===== config.mk =====
export PLATFORM = sky130hd
export DESIGN_NAME = pixel_write_mux
export DESIGN_NICKNAME = d
export VERILOG_FILES = /design/src/rtl/bh_vga_pkg.sv /design/src/rtl/pwm_fifo.sv /design/src/rtl/pixel_write_mux.sv
export SDC_FILE = /design/constraint.sdc
export NUM_CORES = 1
export LEC_CHECK = 0
export ABC_AREA = 1
export BUFFER_PORTS_ARGS = -buffer_cell sky130_fd_sc_hd__buf_2
export CORE_MARGIN = 2
export CORE_UTILIZATION = 40
export DETAILED_ROUTE_END_ITERATION = 8
export PLACE_DENSITY = 0.62
export SYNTH_ARGS = -nofsm -noshare
export SYNTH_HDL_FRONTEND = slang
export SYNTH_HIERARCHICAL = 1
export SYNTH_SLANG_ARGS = --single-unit
export TNS_END_PERCENT = 100

===== constraint.sdc =====
create_clock -name clk -period 3.7 [get_ports clk]
set_input_delay 0.925 -clock clk [delete_from_list [all_inputs] [get_ports clk]]
set_output_delay 0.925 -clock clk [all_outputs]
set_load 0.02 [all_outputs]

===== src/rtl/bh_vga_pkg.sv =====
`default_nettype none
// ============================================================================
// Package     : bh_vga_pkg
// Description : Shared VGA-path definitions: default raster geometry, colour
//               constants and the pixel_write_mux FSM state encoding.
// Revision    : 1.0  initial release
// ============================================================================
package bh_vga_pkg;

  localparam int H_RES_DEFAULT    = 160;
  localparam int V_RES_DEFAULT    = 120;
  localparam int COLOUR_W_DEFAULT = 9;

  // 3 bits per channel, {R,G,B}
  localparam logic [8:0] BLACK  = 9'h000;
  localparam logic [8:0] FAT    = 9'b011000000;
  localparam logic [8:0] MUSCLE = 9'b111000000;

  typedef enum logic [1:0] {
    ST_IDLE  = 2'd0,
    ST_DRAIN = 2'd1,
    ST_CLEAR = 2'd2
  } mux_state_t;

  // Index reached k steps after ptr on a ring of n entries.
  function automatic int rr_next(input int ptr, input int k, input int n);
    return (ptr + k) % n;
  endfunction

endpackage
`default_nettype wire


===== src/rtl/pwm_fifo.sv =====
`default_nettype none
// ============================================================================
// Module      : pwm_fifo
// Description : Synchronous first-word-fall-through FIFO holding one client's
//               queued pixels. dout always shows the oldest entry.
// Revision    : 1.0  initial release
// ============================================================================
module pwm_fifo #(
  parameter int WIDTH = 24,
  parameter int DEPTH = 4
) (
  input  logic             clk,
  input  logic             reset,
  input  logic             push,
  input  logic             pop,
  input  logic [WIDTH-1:0] din,
  output logic [WIDTH-1:0] dout,
  output logic             full,
  output logic             empty
);

  localparam int PTR_W = (DEPTH > 1) ? $clog2(DEPTH) : 1;

  logic [WIDTH-1:0] mem [DEPTH];
  logic [PTR_W-1:0] wr_ptr;
  logic [PTR_W-1:0] rd_ptr;
  logic [PTR_W:0]   count;
  logic             do_push;
  logic             do_pop;

  assign do_push = push && !full;
  assign do_pop  = pop && !empty;
  assign full    = (count == (PTR_W + 1)'(DEPTH));
  assign empty   = (count == '0);
  assign dout    = mem[rd_ptr];

  // Pointers and occupancy; depth is a power of two so pointers wrap naturally.
  always_ff @(posedge clk or posedge reset) begin
    if (reset) begin
      wr_ptr <= '0;
      rd_ptr <= '0;
      count  <= '0;
    end else begin
      if (do_push) wr_ptr <= wr_ptr + 1'b1;
      if (do_pop)  rd_ptr <= rd_ptr + 1'b1;
      case ({do_push, do_pop})
        2'b10:   count <= count + 1'b1;
        2'b01:   count <= count - 1'b1;
        default: count <= count;
      endcase
    end
  end

  // Storage array; contents need no reset because count gates visibility.
  always_ff @(posedge clk) begin
    if (do_push) mem[wr_ptr] <= din;
  end

endmodule
`default_nettype wire


===== src/rtl/pixel_write_mux.sv =====
`default_nettype none
// ============================================================================
// Module      : pixel_write_mux
// Description : Merges N_CLIENTS pixel streams (one FIFO each) into a single
//               vga_adapter write port with round-robin arbitration, and
//               provides a full-screen clear sequencer.
//               Optional build macro PIXEL_CLIP_EN: drop off-screen pixels and
//               count them on clip_count.
// Revision    : 1.0  initial release
// ============================================================================
module pixel_write_mux
  import bh_vga_pkg::*;
#(
  parameter int N_CLIENTS  = 3,
  parameter int FIFO_DEPTH = 4,
  parameter int X_W        = 8,
  parameter int Y_W        = 7,
  parameter int COLOUR_W   = COLOUR_W_DEFAULT,
  parameter int H_RES      = H_RES_DEFAULT,
  parameter int V_RES      = V_RES_DEFAULT
) (
  input  logic                            clk,
  input  logic                            reset,
  input  logic [N_CLIENTS-1:0]            req_valid,
  output logic [N_CLIENTS-1:0]            req_ready,
  input  logic [N_CLIENTS*X_W-1:0]        req_x,
  input  logic [N_CLIENTS*Y_W-1:0]        req_y,
  input  logic [N_CLIENTS*COLOUR_W-1:0]   req_colour,
  input  logic                            clear_start,
  input  logic [COLOUR_W-1:0]             clear_colour,
  output logic                            busy,
  output logic [X_W-1:0]                  x_out,
  output logic [Y_W-1:0]                  y_out,
  output logic [COLOUR_W-1:0]             colour_out,
  output logic                            plot_out
`ifdef PIXEL_CLIP_EN
  ,
  output logic [15:0]                     clip_count
`endif
);

  localparam int ENTRY_W = X_W + Y_W + COLOUR_W;
  localparam int IDX_W   = (N_CLIENTS > 1) ? $clog2(N_CLIENTS) : 1;

  // Elaboration-time parameter sanity.
  generate
    if (H_RES < 1 || V_RES < 1 || H_RES > (1 << X_W) || V_RES > (1 << Y_W)) begin : g_bad_res
      $error("pixel_write_mux: H_RES/V_RES do not fit the X_W/Y_W counters");
    end
    if (N_CLIENTS < 1 || N_CLIENTS > 8) begin : g_bad_clients
      $error("pixel_write_mux: N_CLIENTS must be 1..8");
    end
    if (FIFO_DEPTH < 2 || (FIFO_DEPTH & (FIFO_DEPTH - 1)) != 0) begin : g_bad_depth
      $error("pixel_write_mux: FIFO_DEPTH must be a power of two >= 2");
    end
  endgenerate

  mux_state_t             state;
  mux_state_t             state_next;

  logic [ENTRY_W-1:0]     fifo_dout [N_CLIENTS];
  logic [N_CLIENTS-1:0]   fifo_full;
  logic [N_CLIENTS-1:0]   fifo_empty;
  logic [N_CLIENTS-1:0]   fifo_push;
  logic [N_CLIENTS-1:0]   fifo_pop;

  logic [IDX_W-1:0]       rr_ptr;
  logic [IDX_W-1:0]       grant_idx;
  logic                   grant_valid;
  logic                   drain_en;
  logic [ENTRY_W-1:0]     sel_entry;
  logic [X_W-1:0]         sel_x;
  logic [Y_W-1:0]         sel_y;
  logic [COLOUR_W-1:0]    sel_colour;
  logic                   sel_clip;

  logic [X_W-1:0]         x_reg;
  logic [Y_W-1:0]         y_reg;
  logic [COLOUR_W-1:0]    colour_reg;
  logic                   plot_reg;

  logic [X_W-1:0]         clr_x;
  logic [Y_W-1:0]         clr_y;
  logic [COLOUR_W-1:0]    clr_colour;
  logic                   clr_row_end;
  logic                   clr_last;

  // One FIFO per client; lane i is packed {x, y, colour}.
  generate
    for (genvar i = 0; i < N_CLIENTS; i++) begin : g_fifo
      assign req_ready[i] = !fifo_full[i];
      assign fifo_push[i] = req_valid[i] && !fifo_full[i];

      pwm_fifo #(
        .WIDTH (ENTRY_W),
        .DEPTH (FIFO_DEPTH)
      ) u_fifo (
        .clk   (clk),
        .reset (reset),
        .push  (fifo_push[i]),
        .pop   (fifo_pop[i]),
        .din   ({req_x[i*X_W +: X_W], req_y[i*Y_W +: Y_W], req_colour[i*COLOUR_W +: COLOUR_W]}),
        .dout  (fifo_dout[i]),
        .full  (fifo_full[i]),
        .empty (fifo_empty[i])
      );
    end
  endgenerate

  // Clear sweeps are never mixed with draining; clear_start pre-empts the drain.
  assign drain_en    = (state != ST_CLEAR) && !clear_start;
  assign clr_row_end = (clr_x == X_W'(H_RES - 1));
  assign clr_last    = clr_row_end && (clr_y == Y_W'(V_RES - 1));

  // Round-robin grant: first non-empty FIFO strictly after rr_ptr.
  always_comb begin
    grant_valid = 1'b0;
    grant_idx   = rr_ptr;
    for (int k = 1; k <= N_CLIENTS; k++) begin
      if (!grant_valid && !fifo_empty[rr_next(int'(rr_ptr), k, N_CLIENTS)]) begin
        grant_valid = 1'b1;
        grant_idx   = IDX_W'(rr_next(int'(rr_ptr), k, N_CLIENTS));
      end
    end
  end

  // Pop strobes and head-of-line selection for the granted client.
  always_comb begin
    fifo_pop  = '0;
    sel_entry = '0;
    for (int i = 0; i < N_CLIENTS; i++) begin
      if (grant_idx == IDX_W'(i)) begin
        fifo_pop[i] = drain_en && grant_valid;
        sel_entry   = fifo_dout[i];
      end
    end
  end

  assign sel_x      = sel_entry[ENTRY_W-1 -: X_W];
  assign sel_y      = sel_entry[COLOUR_W +: Y_W];
  assign sel_colour = sel_entry[COLOUR_W-1:0];

`ifdef PIXEL_CLIP_EN
  assign sel_clip = ({1'b0, sel_x} >= (X_W + 1)'(H_RES)) ||
                    ({1'b0, sel_y} >= (Y_W + 1)'(V_RES));

  // Saturating count of drained pixels that fell outside the visible area.
  always_ff @(posedge clk or posedge reset) begin
    if (reset) begin
      clip_count <= '0;
    end else if (drain_en && grant_valid && sel_clip && (clip_count != 16'hFFFF)) begin
      clip_count <= clip_count + 16'd1;
    end
  end
`else
  assign sel_clip = 1'b0;
`endif

  // FSM state register.
  always_ff @(posedge clk or posedge reset) begin
    if (reset) state <= ST_IDLE;
    else       state <= state_next;
  end

  // FSM next-state: clear wins over pending pixels; clear ends on its last pixel.
  always_comb begin
    state_next = state;
    case (state)
      ST_IDLE, ST_DRAIN: begin
        if (clear_start)      state_next = ST_CLEAR;
        else if (grant_valid) state_next = ST_DRAIN;
        else                  state_next = ST_IDLE;
      end
      ST_CLEAR: begin
        if (clr_last) state_next = ST_IDLE;
      end
      default: state_next = ST_IDLE;
    endcase
  end

  // FSM outputs: during a clear the sweep counters drive the port directly.
  always_comb begin
    busy       = (state == ST_CLEAR);
    plot_out   = busy ? 1'b1       : plot_reg;
    x_out      = busy ? clr_x      : x_reg;
    y_out      = busy ? clr_y      : y_reg;
    colour_out = busy ? clr_colour : colour_reg;
  end

  // Datapath: drain output register, RR pointer and clear sweep counters.
  always_ff @(posedge clk or posedge reset) begin
    if (reset) begin
      rr_ptr     <= IDX_W'(N_CLIENTS - 1);
      x_reg      <= '0;
      y_reg      <= '0;
      colour_reg <= '0;
      plot_reg   <= 1'b0;
      clr_x      <= '0;
      clr_y      <= '0;
      clr_colour <= '0;
    end else if (state == ST_CLEAR) begin
      // Track the sweep so the port holds the final clear pixel afterwards.
      x_reg      <= clr_x;
      y_reg      <= clr_y;
      colour_reg <= clr_colour;
      plot_reg   <= 1'b0;
      if (clr_row_end) begin
        clr_x <= '0;
        clr_y <= clr_last ? '0 : clr_y + 1'b1;
      end else begin
        clr_x <= clr_x + 1'b1;
      end
    end else if (clear_start) begin
      clr_colour <= clear_colour;
      clr_x      <= '0;
      clr_y      <= '0;
      plot_reg   <= 1'b0;
    end else if (grant_valid) begin
      rr_ptr   <= grant_idx;
      plot_reg <= !sel_clip;
      if (!sel_clip) begin
        x_reg      <= sel_x;
        y_reg      <= sel_y;
        colour_reg <= sel_colour;
      end
    end else begin
      plot_reg <= 1'b0;
    end
  end

endmodule
`default_nettype wire


# Yosys cells after proc, flatten, opt, wreduce, memory -nomap -nowiden
# Memory sizes are Yosys's and may differ from the RTL's.
# Cells that the tools add are included.
# totals
ff_bits,74
latch_bits,0
ram_bits,288
romBits,0
out_inout_bits,29
mem_count,3
# op_classes
n_addsub,17
mul,0
n_div,3
order_cmp,3
eq_ne,19
n_shift,0
muxes,57
bitwise_logic,2
reduce_logical,39
# memory_table
memory,words,word_bits,read_ports,rd_clocked_by_memory_dff,write_ports,line_no,source
g_fifo[0].u_fifo.mem,4,24,1,0,1,pwm_fifo.sv:24,logic [WIDTH-1:0] mem [DEPTH];
g_fifo[1].u_fifo.mem,4,24,1,0,1,pwm_fifo.sv:24,
g_fifo[2].u_fifo.mem,4,24,1,0,1,pwm_fifo.sv:24,
# ops
cell,count
"32-bit by 4-bit < comparator with 1-bit output, second input constant",3
"32-bit by 3-bit remainder unit with 32-bit output, second input constant",3
24-bit two-way mux,3
7-bit two-way mux,8
8-bit two-way mux,7
9-bit two-way mux,4
1-bit two-way mux,23
3-bit case mux with 2 select lines,3
1-bit logical AND,14
"2-bit by 1-bit adder with 2-bit output, second input constant",6
"2-bit by 1-bit equality test with 1-bit output, second input constant",5
"2-bit equality test, second input constant",5
1-bit logical NOT,10
2-bit two-way mux,5
2-bit nonzero test,5
"3-bit by 1-bit adder with 3-bit output, second input constant",3
"3-bit equality test, second input constant",3
3-bit logical NOT,3
"3-bit by 1-bit subtractor with 3-bit output, second input constant",3
"8-bit by 1-bit adder with 8-bit output, second input constant",1
"8-bit equality test, second input constant",1
"7-bit by 1-bit adder with 7-bit output, second input constant",1
"7-bit equality test, second input constant",1
"2-bit by 2-bit adder with 3-bit output, second input constant",2
other kinds (10),18

# Logic depth before layout (Yosys ltp)
# depth
word_depth,18
mapped_depth,25

# Modules after synthesis
# The synthesis kept the hierarchy.
# modules_own_cells
mod,n_inst,cells_each,area_each_um2,seq_area_each_um2
pwm_fifo,3,342,4377.9,3057.9
pixel_write_mux,1,574,3794.9,1327.5

# Least setup slack after synthesis
# OpenSTA, ideal clock, no wires.
# synth_path
path_kind,register to register
start,reg rr_ptr[1]
end,reg g_fifo[0].u_fifo.count[2]
setup_time_ps,117
arrival_time_ps,2974
path_slack_ps,609
path_stages_with_launch,21
n_path_buf,1
period_less_slack_ps,3091
path_cell_list,dfstp_2 ha_1 inv_2 nand2_1 nand2_2 nand2_1 nor2_4 nand2_4 nand2_4 nand2_8 buf_4 nor3_1 nand2_1 inv_1 ha_1 inv_1 fa_1 nand2_1 nand3_1 nand2_1 nand2_1
# synth_via
elab_chain_len,16
elab_cells_between_ends,34
classes_between,add/sub: 3; div: 3; eq/ne: 2; mux: 17; reduce/logical: 9
# synth_rtl
item,line_no,source
start: declaration,pixel_write_mux.sv:67,logic [IDX_W-1:0] rr_ptr;
start signal: assignment,pixel_write_mux.sv:193,rr_ptr <= IDX_W'(N_CLIENTS - 1);
start signal: assignment,pixel_write_mux.sv:219,rr_ptr <= grant_idx;
2-bit by 2-bit adder with 3-bit output,bh_vga_pkg.sv:27,return (ptr + k) % n;
32-bit by 3-bit remainder unit with 32-bit output,bh_vga_pkg.sv:27,
1-bit binary-select mux with 2-bit select,pixel_write_mux.sv:120,"if (!grant_valid && !fifo_empty[rr_next(int'(rr_ptr), k, N_CLIENTS)]) begin"
1-bit two-way mux (implied by the code) (2 in series),pixel_write_mux.sv:120,
1-bit logical NOT,pixel_write_mux.sv:120,
1-bit logical AND,pixel_write_mux.sv:120,
1-bit two-way mux,pixel_write_mux.sv:120,
1-bit logical NOT,pixel_write_mux.sv:120,
1-bit logical AND,pixel_write_mux.sv:120,
2-bit two-way mux or 1-bit two-way mux (tied branches),pixel_write_mux.sv:120,
2-bit logical NOT or 1-bit logical AND (tied branches),"pixel_write_mux.sv:132, pixel_write_mux.sv:133",
1-bit two-way mux (*),pixel_write_mux.sv:132,if (grant_idx == IDX_W'(i)) begin
named net fifo_pop[0],pixel_write_mux.sv:65,logic [N_CLIENTS-1:0] fifo_pop;
1-bit logical AND (*),pwm_fifo.sv:32,assign do_pop = pop && !empty;
named net g_fifo[0].u_fifo.do_pop,pwm_fifo.sv:29,logic do_pop;
2-bit by 1-bit equality test with 1-bit output or 2-bit equality test (tied branches),pwm_fifo.sv:46,"case ({do_push, do_pop})"
3-bit case mux with 2 select lines or 2-bit nonzero test (tied branches),--,
end signal: assignment,pwm_fifo.sv:47,2'b10: count <= count + 1'b1;
end signal: assignment,pwm_fifo.sv:48,2'b01: count <= count - 1'b1;
end signal: assignment,pwm_fifo.sv:49,default: count <= count;
end: declaration,pwm_fifo.sv:27,logic [PTR_W:0] count;
# Mark *: on every way through the listed nets, which the timed path passes. The rest lies on a longest branch. The select of a mux whose other input is x is not followed.
# A chain may end at the register's enable or synchronous reset.

# Worst setup path after layout
# Same ends and word-level chain as after synthesis.

==> run summary <==
Initial core utilization -> 40.4%
Period minus WS final -> 3.43 ns
Status -> complete, no violations
Async S/R FF share, synth -> 20.4%
Primary FF master, synth -> edfxtp_1
Fmax achieved -> 0.292 GHz
Worst-skew pair later-pin latency -> 0.56 ns
Tightest Pin Transition -> 0.906 ns
Hold/Removal Path Class -> input pin to async pin
Crit share post-route -> 92.7%
Resized cells post-CTS -> 0
Post-CTS setup buffers -> 0
Area Overhead vs Synth -> 13.6%
Top post-synthesis cells by area -> edfxtp_1, dfrtp_1, nand2_1
Remaining global-route overflow -> 0
CP Data Required Time -> 4.14 ns
Top reg by flops -> g_fifo.u_fifo/mem
Layout cells sized above 1 -> 18.9%
Chip height -> 210 µm
Max reg flops -> 288
Sequential-to-total area share from yosys stat -> 62.0%
Most frequent cell after synthesis -> nand2_1
Iter 0 DRT Violations -> 840
DR WL/cell -> 16.6 µm
Synth top area share -> 51.1%
Final net count -> 1,829
TritonCTS buffer count -> 40
Fin area -> 19,200 µm²
Worst-path fanout max -> 9
CP endpoint kind -> register
GRT Total Usage -> 17.5%
Tot Pwr -> 12.3 mW
Worst EP arrival -> 3.86 ns
Gpl congestion -> 0.874
Synth cell types -> 45
Final clock skew -> 0.0214 ns
I/O pin total -> 116
Largest net degree at the start of global routing -> 56
Placed inst area -> 18,000 µm²
Final setup fails -> 0
Post-synth EDFFs -> 288
Setup WS post-layout -> 0.272 ns
CTS root buffer -> clkbuf_16
Area leader, netlist -> edfxtp_1
Vias per cell -> 4.84
Worst rel slew slack -> 39.5%
Longest Clk Path Bufs -> 3
Worst vdd ir -> 429 µV
Die Wd -> 210 µm
First-pass GRT wire length -> 58.7 mm
CTS clk-pin slew, worst paths -> 0.06 ns
Top Family by Delay on Critical Path -> simple AND/OR/NAND/NOR gates
Fin Setup TNS -> 0 ns
Layout Cells excl Fill -> 2,290
Core area -> 41,900 µm²
Gate Count Post-Synth -> 1,600
Hpwl dp -> 26.0 mm
Max_cap viols -> 0
Buffers on Ports -> 115
CTS H-tree depth -> 2
Crit path max-delay cell type -> dfstp_2
Crit Path Class -> register to register
Most frequent CP cell -> nand2_1
Routed WL -> 38.1 mm
Critical-path cell list -> ha_1 > inv_2 > nand2_1 > nand2_2 > nand2_1 > nor2_4 > nand2_4 > inv_4 > nand2_2 > nand2_4 > inv_2 > nor3_1 > nand2_1 > inv_1 > ha_1 > inv_1 > fa_1 > nand2_1 > nand3_1 > nand2_1 > nand2_1
YS warnings -> 6
Syn Nets -> 1,709
Largest stage delay, worst path -> 0.56 ns
Initial antenna violation count -> 1
First-pass DRT Iterations -> 7
CP startpoint -> rr_ptr[1]
Buf/Inv on CP -> 5
Vias -> 11,100
Crit Reg-Reg Startpoint -> rr_ptr[1]
P_leak -> 8.80 nW
Vias in the first global route -> 10,400
Top cells by count, synth -> nand2_1, edfxtp_1, inv_1
TritonCTS Sinks -> 362
PD cells -> 642 nW/µm²
Dpl cells -> 2,217
CTS tree -> built
FF+latch count, synth -> 362
Final slew viol count -> 0
Final hold vios -> 0
Dpl ws -> 0.346 ns
Full die area -> 44,000 µm²
Hold buffer count at cts -> 0
Row count -> 75
Mapped cell area -> 16,900 µm²
Final ANT Viol Nets -> 0
Worst setup SP type -> register
DRC violations left -> 0
RSZ-0062 raised after global routing -> no
Avg Cell Area, Syn -> 10.6 µm²
## layer usage
layer	global-route usage [%]	share of wire [%]	up-vias
met2	28.2	47	249
met4	6.16	2.9	0
met1	23.5	45	5198
li1	-	-	5561
met5	0	0	-
met3	3.70	5.4	68
## worst paths after layout
kind	slack [ns]	end	depth (start not counted)
max	0.27	g_fifo[0].u_fifo/count[2]	21
min	0.36	clr_colour[7]	2
max reg2reg	0.27	g_fifo[0].u_fifo/count[2]	21
min reg2reg	0.44	state[0]	1
max in group asynchronous	2.74	x_reg[0]	3
min in group clk	0.44	state[0]	1
## final cells by class
type                       count  area (µm²)
fill                        3872       22600
sequential                   362       10500
multi-input combinational    880        4890
clock buffer                  57        1150
inverter                     293        1110
timing repair buffer         143         798
tap                          539         674
clock inverter                15         104
antenna                        1        2.50
## kinds of logic (layout without fill, tap and decap cells)
kind of cell | count (synthesis) | after routing | share of synthesized area [%]
buffers and inverters | 358 | 508 | 9.23
multiplexers | 8 | 8 | 0.532
XOR/XNOR | 5 | 5 | 0.259
AO/OA/AOI/OAI | 230 | 230 | 11.2
flip-flops | 362 | 362 | 62.0
other | 0 | 1 | 0
adder cells (fa/ha/maj) | 22 | 22 | 1.76
AND/OR/NAND/NOR | 615 | 615 | 15.0
## worst reg2reg max path, cell delays in order (launching register included)
cell,delay (ns)
dfstp_2,0.56
ha_1,0.31
inv_2,0.14
nand2_1,0.08
nand2_2,0.10
nand2_1,0.10
nor2_4,0.14
nand2_4,0.09
inv_4,0.09
nand2_2,0.06
nand2_4,0.08
inv_2,0.07
nor3_1,0.38
nand2_1,0.14
inv_1,0.07
ha_1,0.16
inv_1,0.07
fa_1,0.38
nand2_1,0.10
nand3_1,0.08
nand2_1,0.07
nand2_1,0.05
## per-stage QoR
stage               hold WS, ns  util, %
floorplan                 0.420        -
global placement          0.431     43.0
detailed placement        0.438     43.0
CTS                       0.358     45.9
global route              0.382     46.0
finish                    0.364     46.0
## layout by cell type, fill, tap and decap left out, drive strengths merged, types with 2 or more instances in the layout
cell,n
o211ai,144
ha,19
dfrtp,73
nor4,2
nand3,75
o21ai,64
nand2,480
nor2,44
a21oi,9
edfxtp,288
o22ai,3
a22oi,5
o21a,2
o32ai,2
clkinv,12
xnor2,4
fa,3
nand4,5
buf,143
mux2,8
inv,294
clkbuf,57
nor3,8
## power breakdown
part           internal (mW)  switching, mW  leakage [nW]  total [mW]
sequential              5.30          0.281          3.55        5.58
combinational          0.879           2.08          4.64        2.96
clock                   2.23           1.57         0.614        3.80
Power figures use the tool's default switching activity.
